## src/rtl/vga_timing_gen_pkg.sv

```systemverilog
// Shared 640x480@60 timing constants and sync-bundle types.
// The downstream pointer/ROM-address stage imports this too.
package vga_timing_pkg;

    localparam int COORD_W = 10;

    localparam int VGA_H_VISIBLE = 640;
    localparam int VGA_H_FRONT   = 16;
    localparam int VGA_H_SYNC    = 96;
    localparam int VGA_H_BACK    = 48;
    localparam int VGA_H_TOTAL   = VGA_H_VISIBLE + VGA_H_FRONT + VGA_H_SYNC + VGA_H_BACK;

    localparam int VGA_V_VISIBLE = 480;
    localparam int VGA_V_FRONT   = 10;
    localparam int VGA_V_SYNC    = 2;
    localparam int VGA_V_BACK    = 33;
    localparam int VGA_V_TOTAL   = VGA_V_VISIBLE + VGA_V_FRONT + VGA_V_SYNC + VGA_V_BACK;

    localparam int PIX_DIV_DEFAULT    = 4;
    // Registered ROM address (1 CLK) plus synchronous ROM read (1 CLK).
    localparam int SYNC_DELAY_DEFAULT = 2;

    localparam logic SYNC_ACTIVE = 1'b0;

    typedef logic [COORD_W-1:0] coord_t;

    typedef struct packed {
        logic hsync;
        logic vsync;
        logic video_on;
    } sync_bits_t;

    localparam sync_bits_t SYNC_IDLE = '{hsync: ~SYNC_ACTIVE, vsync: ~SYNC_ACTIVE, video_on: 1'b0};

    function automatic logic in_range(coord_t v, coord_t lo, coord_t hi);
        return (v >= lo) && (v <= hi);
    endfunction

endpackage

```

## src/rtl/vga_timing_gen_if.sv

```systemverilog
// Raster outputs of the timing generator as seen by the pointer/ROM stage.
interface vga_timing_gen_if;
    import vga_timing_pkg::*;

    coord_t PosX;
    coord_t PosY;
    logic   PixTick;
    logic   FrameStart;
    logic   VideoOn;
    logic   HSync;
    logic   VSync;

    modport master (output PosX, PosY, PixTick, FrameStart, VideoOn, HSync, VSync);
    modport slave  (input  PosX, PosY, PixTick, FrameStart, VideoOn, HSync, VSync);

endinterface

```

## src/rtl/vga_timing_gen_sync_delay_line.sv

```systemverilog
// Fixed-depth shift register with asynchronous active-low reset to a
// programmable idle value; shifts on every clock.
module sync_delay_line #(
    parameter int               WIDTH     = 3,
    parameter int               DEPTH     = 2,
    parameter logic [WIDTH-1:0] RESET_VAL = '0
) (
    input  logic             clk,
    input  logic             rst_n,
    input  logic [WIDTH-1:0] din,
    output logic [WIDTH-1:0] dout
);

    generate
        for (genvar gi = 0; gi < DEPTH; gi++) begin : g_stage
            logic [WIDTH-1:0] q_reg;
            if (gi == 0) begin : g_head
                always_ff @(posedge clk or negedge rst_n) begin
                    if (!rst_n) q_reg <= RESET_VAL;
                    else        q_reg <= din;
                end
            end else begin : g_tail
                always_ff @(posedge clk or negedge rst_n) begin
                    if (!rst_n) q_reg <= RESET_VAL;
                    else        q_reg <= g_stage[gi-1].q_reg;
                end
            end
        end
    endgenerate

    assign dout = g_stage[DEPTH-1].q_reg;

endmodule

```

## src/rtl/vga_timing_gen.sv

```systemverilog
// VGA raster generator: pixel-tick divider, H/V position counters and
// delayed HSync/VSync/VideoOn aligned to the downstream ROM read.
module vga_timing_gen
    import vga_timing_pkg::*;
#(
    parameter int PIX_DIV    = PIX_DIV_DEFAULT,
    parameter int H_VISIBLE  = VGA_H_VISIBLE,
    parameter int H_FRONT    = VGA_H_FRONT,
    parameter int H_SYNC     = VGA_H_SYNC,
    parameter int H_BACK     = VGA_H_BACK,
    parameter int V_VISIBLE  = VGA_V_VISIBLE,
    parameter int V_FRONT    = VGA_V_FRONT,
    parameter int V_SYNC     = VGA_V_SYNC,
    parameter int V_BACK     = VGA_V_BACK,
    parameter int SYNC_DELAY = SYNC_DELAY_DEFAULT
) (
    input  logic              CLK,
    input  logic              RESET,
    vga_timing_gen_if.master  vga
);

    localparam int H_TOTAL = H_VISIBLE + H_FRONT + H_SYNC + H_BACK;
    localparam int V_TOTAL = V_VISIBLE + V_FRONT + V_SYNC + V_BACK;

    localparam coord_t H_LAST   = coord_t'(H_TOTAL - 1);
    localparam coord_t V_LAST   = coord_t'(V_TOTAL - 1);
    localparam coord_t H_VIS_C  = coord_t'(H_VISIBLE);
    localparam coord_t V_VIS_C  = coord_t'(V_VISIBLE);
    localparam coord_t HS_FIRST = coord_t'(H_VISIBLE + H_FRONT);
    localparam coord_t HS_LAST  = coord_t'(H_VISIBLE + H_FRONT + H_SYNC - 1);
    localparam coord_t VS_FIRST = coord_t'(V_VISIBLE + V_FRONT);
    localparam coord_t VS_LAST  = coord_t'(V_VISIBLE + V_FRONT + V_SYNC - 1);

    localparam int               DIV_W    = (PIX_DIV > 1) ? $clog2(PIX_DIV) : 1;
    localparam logic [DIV_W-1:0] DIV_LAST = DIV_W'(PIX_DIV - 1);

    logic [DIV_W-1:0] div_reg, div_next;
    logic             pix_tick_reg;
    logic             frame_start_reg;
    logic             started_reg;
    logic             frame_wrap;
    coord_t           pos_x_reg, pos_x_next;
    coord_t           pos_y_reg, pos_y_next;
    sync_bits_t       raw_bits;
    sync_bits_t       dly_bits;

    always_comb begin
        div_next   = (div_reg == DIV_LAST) ? '0 : div_reg + 1'b1;
        pos_x_next = pos_x_reg;
        pos_y_next = pos_y_reg;
        frame_wrap = 1'b0;
        if (pix_tick_reg) begin
            if (pos_x_reg == H_LAST) begin
                pos_x_next = '0;
                pos_y_next = (pos_y_reg == V_LAST) ? '0 : pos_y_reg + 1'b1;
                frame_wrap = (pos_y_reg == V_LAST);
            end else begin
                pos_x_next = pos_x_reg + 1'b1;
            end
        end
    end

    // started_reg makes FrameStart fire once right after reset release.
    always_ff @(posedge CLK or negedge RESET) begin
        if (!RESET) begin
            div_reg         <= '0;
            pix_tick_reg    <= 1'b0;
            frame_start_reg <= 1'b0;
            started_reg     <= 1'b0;
            pos_x_reg       <= '0;
            pos_y_reg       <= '0;
        end else begin
            div_reg         <= div_next;
            pix_tick_reg    <= (div_reg == DIV_LAST);
            frame_start_reg <= frame_wrap || !started_reg;
            started_reg     <= 1'b1;
            pos_x_reg       <= pos_x_next;
            pos_y_reg       <= pos_y_next;
        end
    end

    always_comb begin
        raw_bits = SYNC_IDLE;
        if (in_range(pos_x_reg, HS_FIRST, HS_LAST)) raw_bits.hsync = SYNC_ACTIVE;
        if (in_range(pos_y_reg, VS_FIRST, VS_LAST)) raw_bits.vsync = SYNC_ACTIVE;
        raw_bits.video_on = (pos_x_reg < H_VIS_C) && (pos_y_reg < V_VIS_C);
    end

    sync_delay_line #(
        .WIDTH     ($bits(sync_bits_t)),
        .DEPTH     (SYNC_DELAY),
        .RESET_VAL (SYNC_IDLE)
    ) u_sync_delay (
        .clk   (CLK),
        .rst_n (RESET),
        .din   (raw_bits),
        .dout  (dly_bits)
    );

    assign vga.PosX       = pos_x_reg;
    assign vga.PosY       = pos_y_reg;
    assign vga.PixTick    = pix_tick_reg;
    assign vga.FrameStart = frame_start_reg;
    assign vga.HSync      = dly_bits.hsync;
    assign vga.VSync      = dly_bits.vsync;
    assign vga.VideoOn    = dly_bits.video_on;

endmodule

```

## src/flat_wrapper.sv

```systemverilog
// flat-port wrapper written by rule: the top's interface ports become plain ports
module vga_timing_gen_flat import vga_timing_pkg::*;
#(
    parameter int PIX_DIV    = PIX_DIV_DEFAULT,
    parameter int H_VISIBLE  = VGA_H_VISIBLE,
    parameter int H_FRONT    = VGA_H_FRONT,
    parameter int H_SYNC     = VGA_H_SYNC,
    parameter int H_BACK     = VGA_H_BACK,
    parameter int V_VISIBLE  = VGA_V_VISIBLE,
    parameter int V_FRONT    = VGA_V_FRONT,
    parameter int V_SYNC     = VGA_V_SYNC,
    parameter int V_BACK     = VGA_V_BACK,
    parameter int SYNC_DELAY = SYNC_DELAY_DEFAULT
)
  (CLK, RESET, vga_PosX, vga_PosY, vga_PixTick, vga_FrameStart, vga_VideoOn, vga_HSync, vga_VSync);
  vga_timing_gen_if vga_i ();
  input  logic CLK;
  input  logic RESET;
  output wire logic [$bits(vga_i.PosX)-1:0] vga_PosX;
  output wire logic [$bits(vga_i.PosY)-1:0] vga_PosY;
  output wire logic [$bits(vga_i.PixTick)-1:0] vga_PixTick;
  output wire logic [$bits(vga_i.FrameStart)-1:0] vga_FrameStart;
  output wire logic [$bits(vga_i.VideoOn)-1:0] vga_VideoOn;
  output wire logic [$bits(vga_i.HSync)-1:0] vga_HSync;
  output wire logic [$bits(vga_i.VSync)-1:0] vga_VSync;
  assign vga_PosX = vga_i.PosX;
  assign vga_PosY = vga_i.PosY;
  assign vga_PixTick = vga_i.PixTick;
  assign vga_FrameStart = vga_i.FrameStart;
  assign vga_VideoOn = vga_i.VideoOn;
  assign vga_HSync = vga_i.HSync;
  assign vga_VSync = vga_i.VSync;
  vga_timing_gen #(.PIX_DIV(PIX_DIV), .H_VISIBLE(H_VISIBLE), .H_FRONT(H_FRONT), .H_SYNC(H_SYNC), .H_BACK(H_BACK), .V_VISIBLE(V_VISIBLE), .V_FRONT(V_FRONT), .V_SYNC(V_SYNC), .V_BACK(V_BACK), .SYNC_DELAY(SYNC_DELAY)) u_core (.CLK(CLK), .RESET(RESET), .vga(vga_i));
endmodule
```

## config.mk

```make
export PLATFORM = sky130hd
export DESIGN_NAME = vga_timing_gen_flat
export DESIGN_NICKNAME = d
export VERILOG_FILES = /design/src/rtl/vga_timing_gen_pkg.sv /design/src/rtl/vga_timing_gen_if.sv /design/src/rtl/vga_timing_gen_sync_delay_line.sv /design/src/rtl/vga_timing_gen.sv /design/src/flat_wrapper.sv
export SDC_FILE = /design/constraint.sdc
export NUM_CORES = 1
export LEC_CHECK = 0
export CAP_MARGIN = 0
export CORE_MARGIN = 10
export CORE_UTILIZATION = 40
export CTS_CLUSTER_SIZE = 25
export DETAILED_ROUTE_END_ITERATION = 6
export PLACE_DENSITY = 0.73
export SYNTH_ARGS = -nofsm -noshare
export SYNTH_HDL_FRONTEND = slang
export SYNTH_SLANG_ARGS = --single-unit
```

## constraint.sdc

```tcl
create_clock -name CLK -period 5.4 [get_ports CLK]
set_input_delay 1.35 -clock CLK [delete_from_list [all_inputs] [get_ports CLK]]
set_output_delay 1.35 -clock CLK [all_outputs]
set_load 0.05 [all_outputs]
```

==> results.yml <==
timing:
  hold_ws_ps: 363
  skew_ps: 13.3
  slew_headroom_pct: 57.1
  post-route-period-util_pct: 58.6
  hold_viol: 0
  layout_min_cycle_time_ps: 3170
  worstMarginPinSlew_ps: 637
  tns_ps: 0
  max_freq_mhz: 316
  setup_ws_ps: 2230
  drv_slew: 0
  rsz0062_at_grt: "false"
  setup_violations: 0
worst_setup_path:
  r2r_start: "u_core.vga.PosX[5]$_DFFE_PN0P_"
  reg2reg_depth: 4
  reg2reg_to: "u_core.vga.PosY[9]$_DFFE_PN0P_"
  cp.arrival_ps: 1820
  cp_slowest_stage_delay_ps: 890
  end_kind: "primary output"
  crit_type: "reg2out"
  critPathLaunchType: "flop"
  crit_fanout: 13
  cp.required_ps: 4050
  slowest_stage: "clkdlybuf4s50_1"
  cp_top_family: "buffers and inverters"
  r2r_setup_slack_ps: 2950
  path_buf_inv: 1
  critical_path.cell_chain: "clkdlybuf4s50_1"
floorplan:
  num_io_pins: 27
  rows: 21
  die_area_um2: 6220
  die_x_um: 78.9
  dieHeight_um: 78.9
  start_util_pct: 41.5
  core-area_um2: 3340
global_route:
  grt_pass1_vias: 1180
  antenna_found_initial: 0
  grt_remaining_overflow: 0
  grt_pass1_wl_mm: 5.53
  grt_max_degree: 32
  grtUsageTotal_pct: 10.8
layout:
  diodes: 0
  syn2layout_area_growth_pct: 28.5
  mostFrequentLayoutCells: "dfrtp_1, clkdlybuf4s50_1, nand2_1, nor2_1"
  stdcell_area_um2: 1780
  final_layout_size_suffix_gt1_share_pct: 8.64
  layout_commonest_cell: "dfrtp_1"
  fin_nets: 168
  final_cell_count_no_fill: 208
  finish.utilization_pct: 53.4
min_path:
  hp-start: "u_core.u_sync_delay.g_stage[0].q_reg[2]$_DFF_PN1_"
  hold_depth: 0
  hold_class: "reg2reg"
  hold_end: "u_core.u_sync_delay.dout[2]$_DFF_PN1_"
power:
  finalPower_mw: 0.427
  power_density_nw_per_um2: 240
  p_leak_nw: 0.771
  irDropWorstVdd_mv: 0.187
synth:
  netlist_instances: 131
  synth_area_leaders: "dfrtp_1, dfstp_2, ha_1"
  synth-edff-count: 0
  postSynth.asyncResetShare_pct: 100
  synth_top_family_by_area: "simple AND/OR/NAND/NOR gates"
  synth_xor_area_share_pct: 6.95
  synth_compound_area_share_pct: 7.13
  synthesis.nets: 138
  yosys.area_share.adder_pct: 4.51
  ys.flop_type: "dfrtp_1"
  synth_area_um2: 1390
  synthMuxAreaShare_pct: 0
  synth_cell_type_count: 31
  synth-simple-area-share_pct: 22.0
  postSynthAreaPerCell_um2: 10.6
  ys_seq_elements: 31
  synth.top_cell.area_share_pct: 48.7
  synth_seq_area_share_pct: 56.3
  synth_warnings: 0
  yosysTopAreaCell: "dfrtp_1"
clocking:
  clk_path_buf_depth: 2
  hold_buffers: 0
  worstSkewPairLatency_ps: 330
  cts_setup_buffers: 0
  clk_pin_slew_ps: 100
  cts_sinks: 31
  cts_tree: "built"
  cts_buffers: 5
  root_buffer: "clkbuf_4"
  cts_max_level: 2
  post_cts_resized: 0
placement:
  placedCellCount: 200
  port_buffers: 26
  dp_slack_ps: 2590
  dp_hpwl_mm: 2.14
  place_area_um2: 1700
  gp_congestion: 0.821
status:
  outcome: "complete, no violations"
drt:
  first_iter_violations: 72
  via_per_inst: 5.26
  wl_per_cell_um: 14.6
  num_vias: 1095
  first_pass_iters: 4
  final_antenna_net_count: 0
  drc: 0
  wirelength_mm: 3.04
flow_run:
  drv_cap: 0
-- cell type report --
class                           instances  area, um^2
Sequential cell                        31         781
Clock buffer                            6        51.3
Inverter                                6        22.5
Tap cell                               46        57.6
Multi-Input combinational cell         90         567
Timing Repair Buffer                   27         268
Fill cell                             308        1560
Clock inverter                          2        35.0
-- cell usage after synthesis (2+ instances only) --
cell type   n
o21ai_0     7
xor2_1      4
ha_1        5
and3_1      4
nand2_1    10
inv_1       6
dfrtp_1    27
dfstp_2     4
nor3_1      6
nor2_1     10
a21oi_1     2
or4_1       2
a21o_1      3
nor4_1      4
nand3_1     7
clkbuf_1    3
xnor2_1     7
nand4_1     7
-- logic make-up after synthesis --
kind of cell	count (synthesis)
simple gates	57
flops	31
compound gates	16
xor+xnor	11
buf+inv	10
fa+ha+maj	5
other cells	1
-- power breakdown --
part,switching (mW),internal [mW]
Sequential,0.000149,0.233
Clock,0.0772,0.109
Combinational,0.00593,0.00181
-- layer usage --
layer	track usage (%)	up-vias	part of all wire (%)
met2	18.3	26	50
met5	0	-	0
met3	4.50	7	6.7
li1	-	520	-
met1	11.6	542	41
met4	4.66	0	1.8
-- how the worst max path moves through the flow --
stage,startpoint,end,cells past startpoint
after floorplan,u_core.vga.PosX[5]$_DFFE_PN0P_,u_core.vga.PosY[9]$_DFFE_PN0P_,5
after global placement,u_core.vga.PosX[7]$_DFFE_PN0P_,vga_PosX[7],1
after detailed placement,u_core.vga.PosX[7]$_DFFE_PN0P_,vga_PosX[7],1
after CTS,u_core.vga.PosX[7]$_DFFE_PN0P_,vga_PosX[7],1
after global routing,u_core.vga.PosX[7]$_DFFE_PN0P_,vga_PosX[7],1
final,u_core.vga.PosX[7]$_DFFE_PN0P_,vga_PosX[7],1
Note: power is estimated with default switching activity, not from simulation.
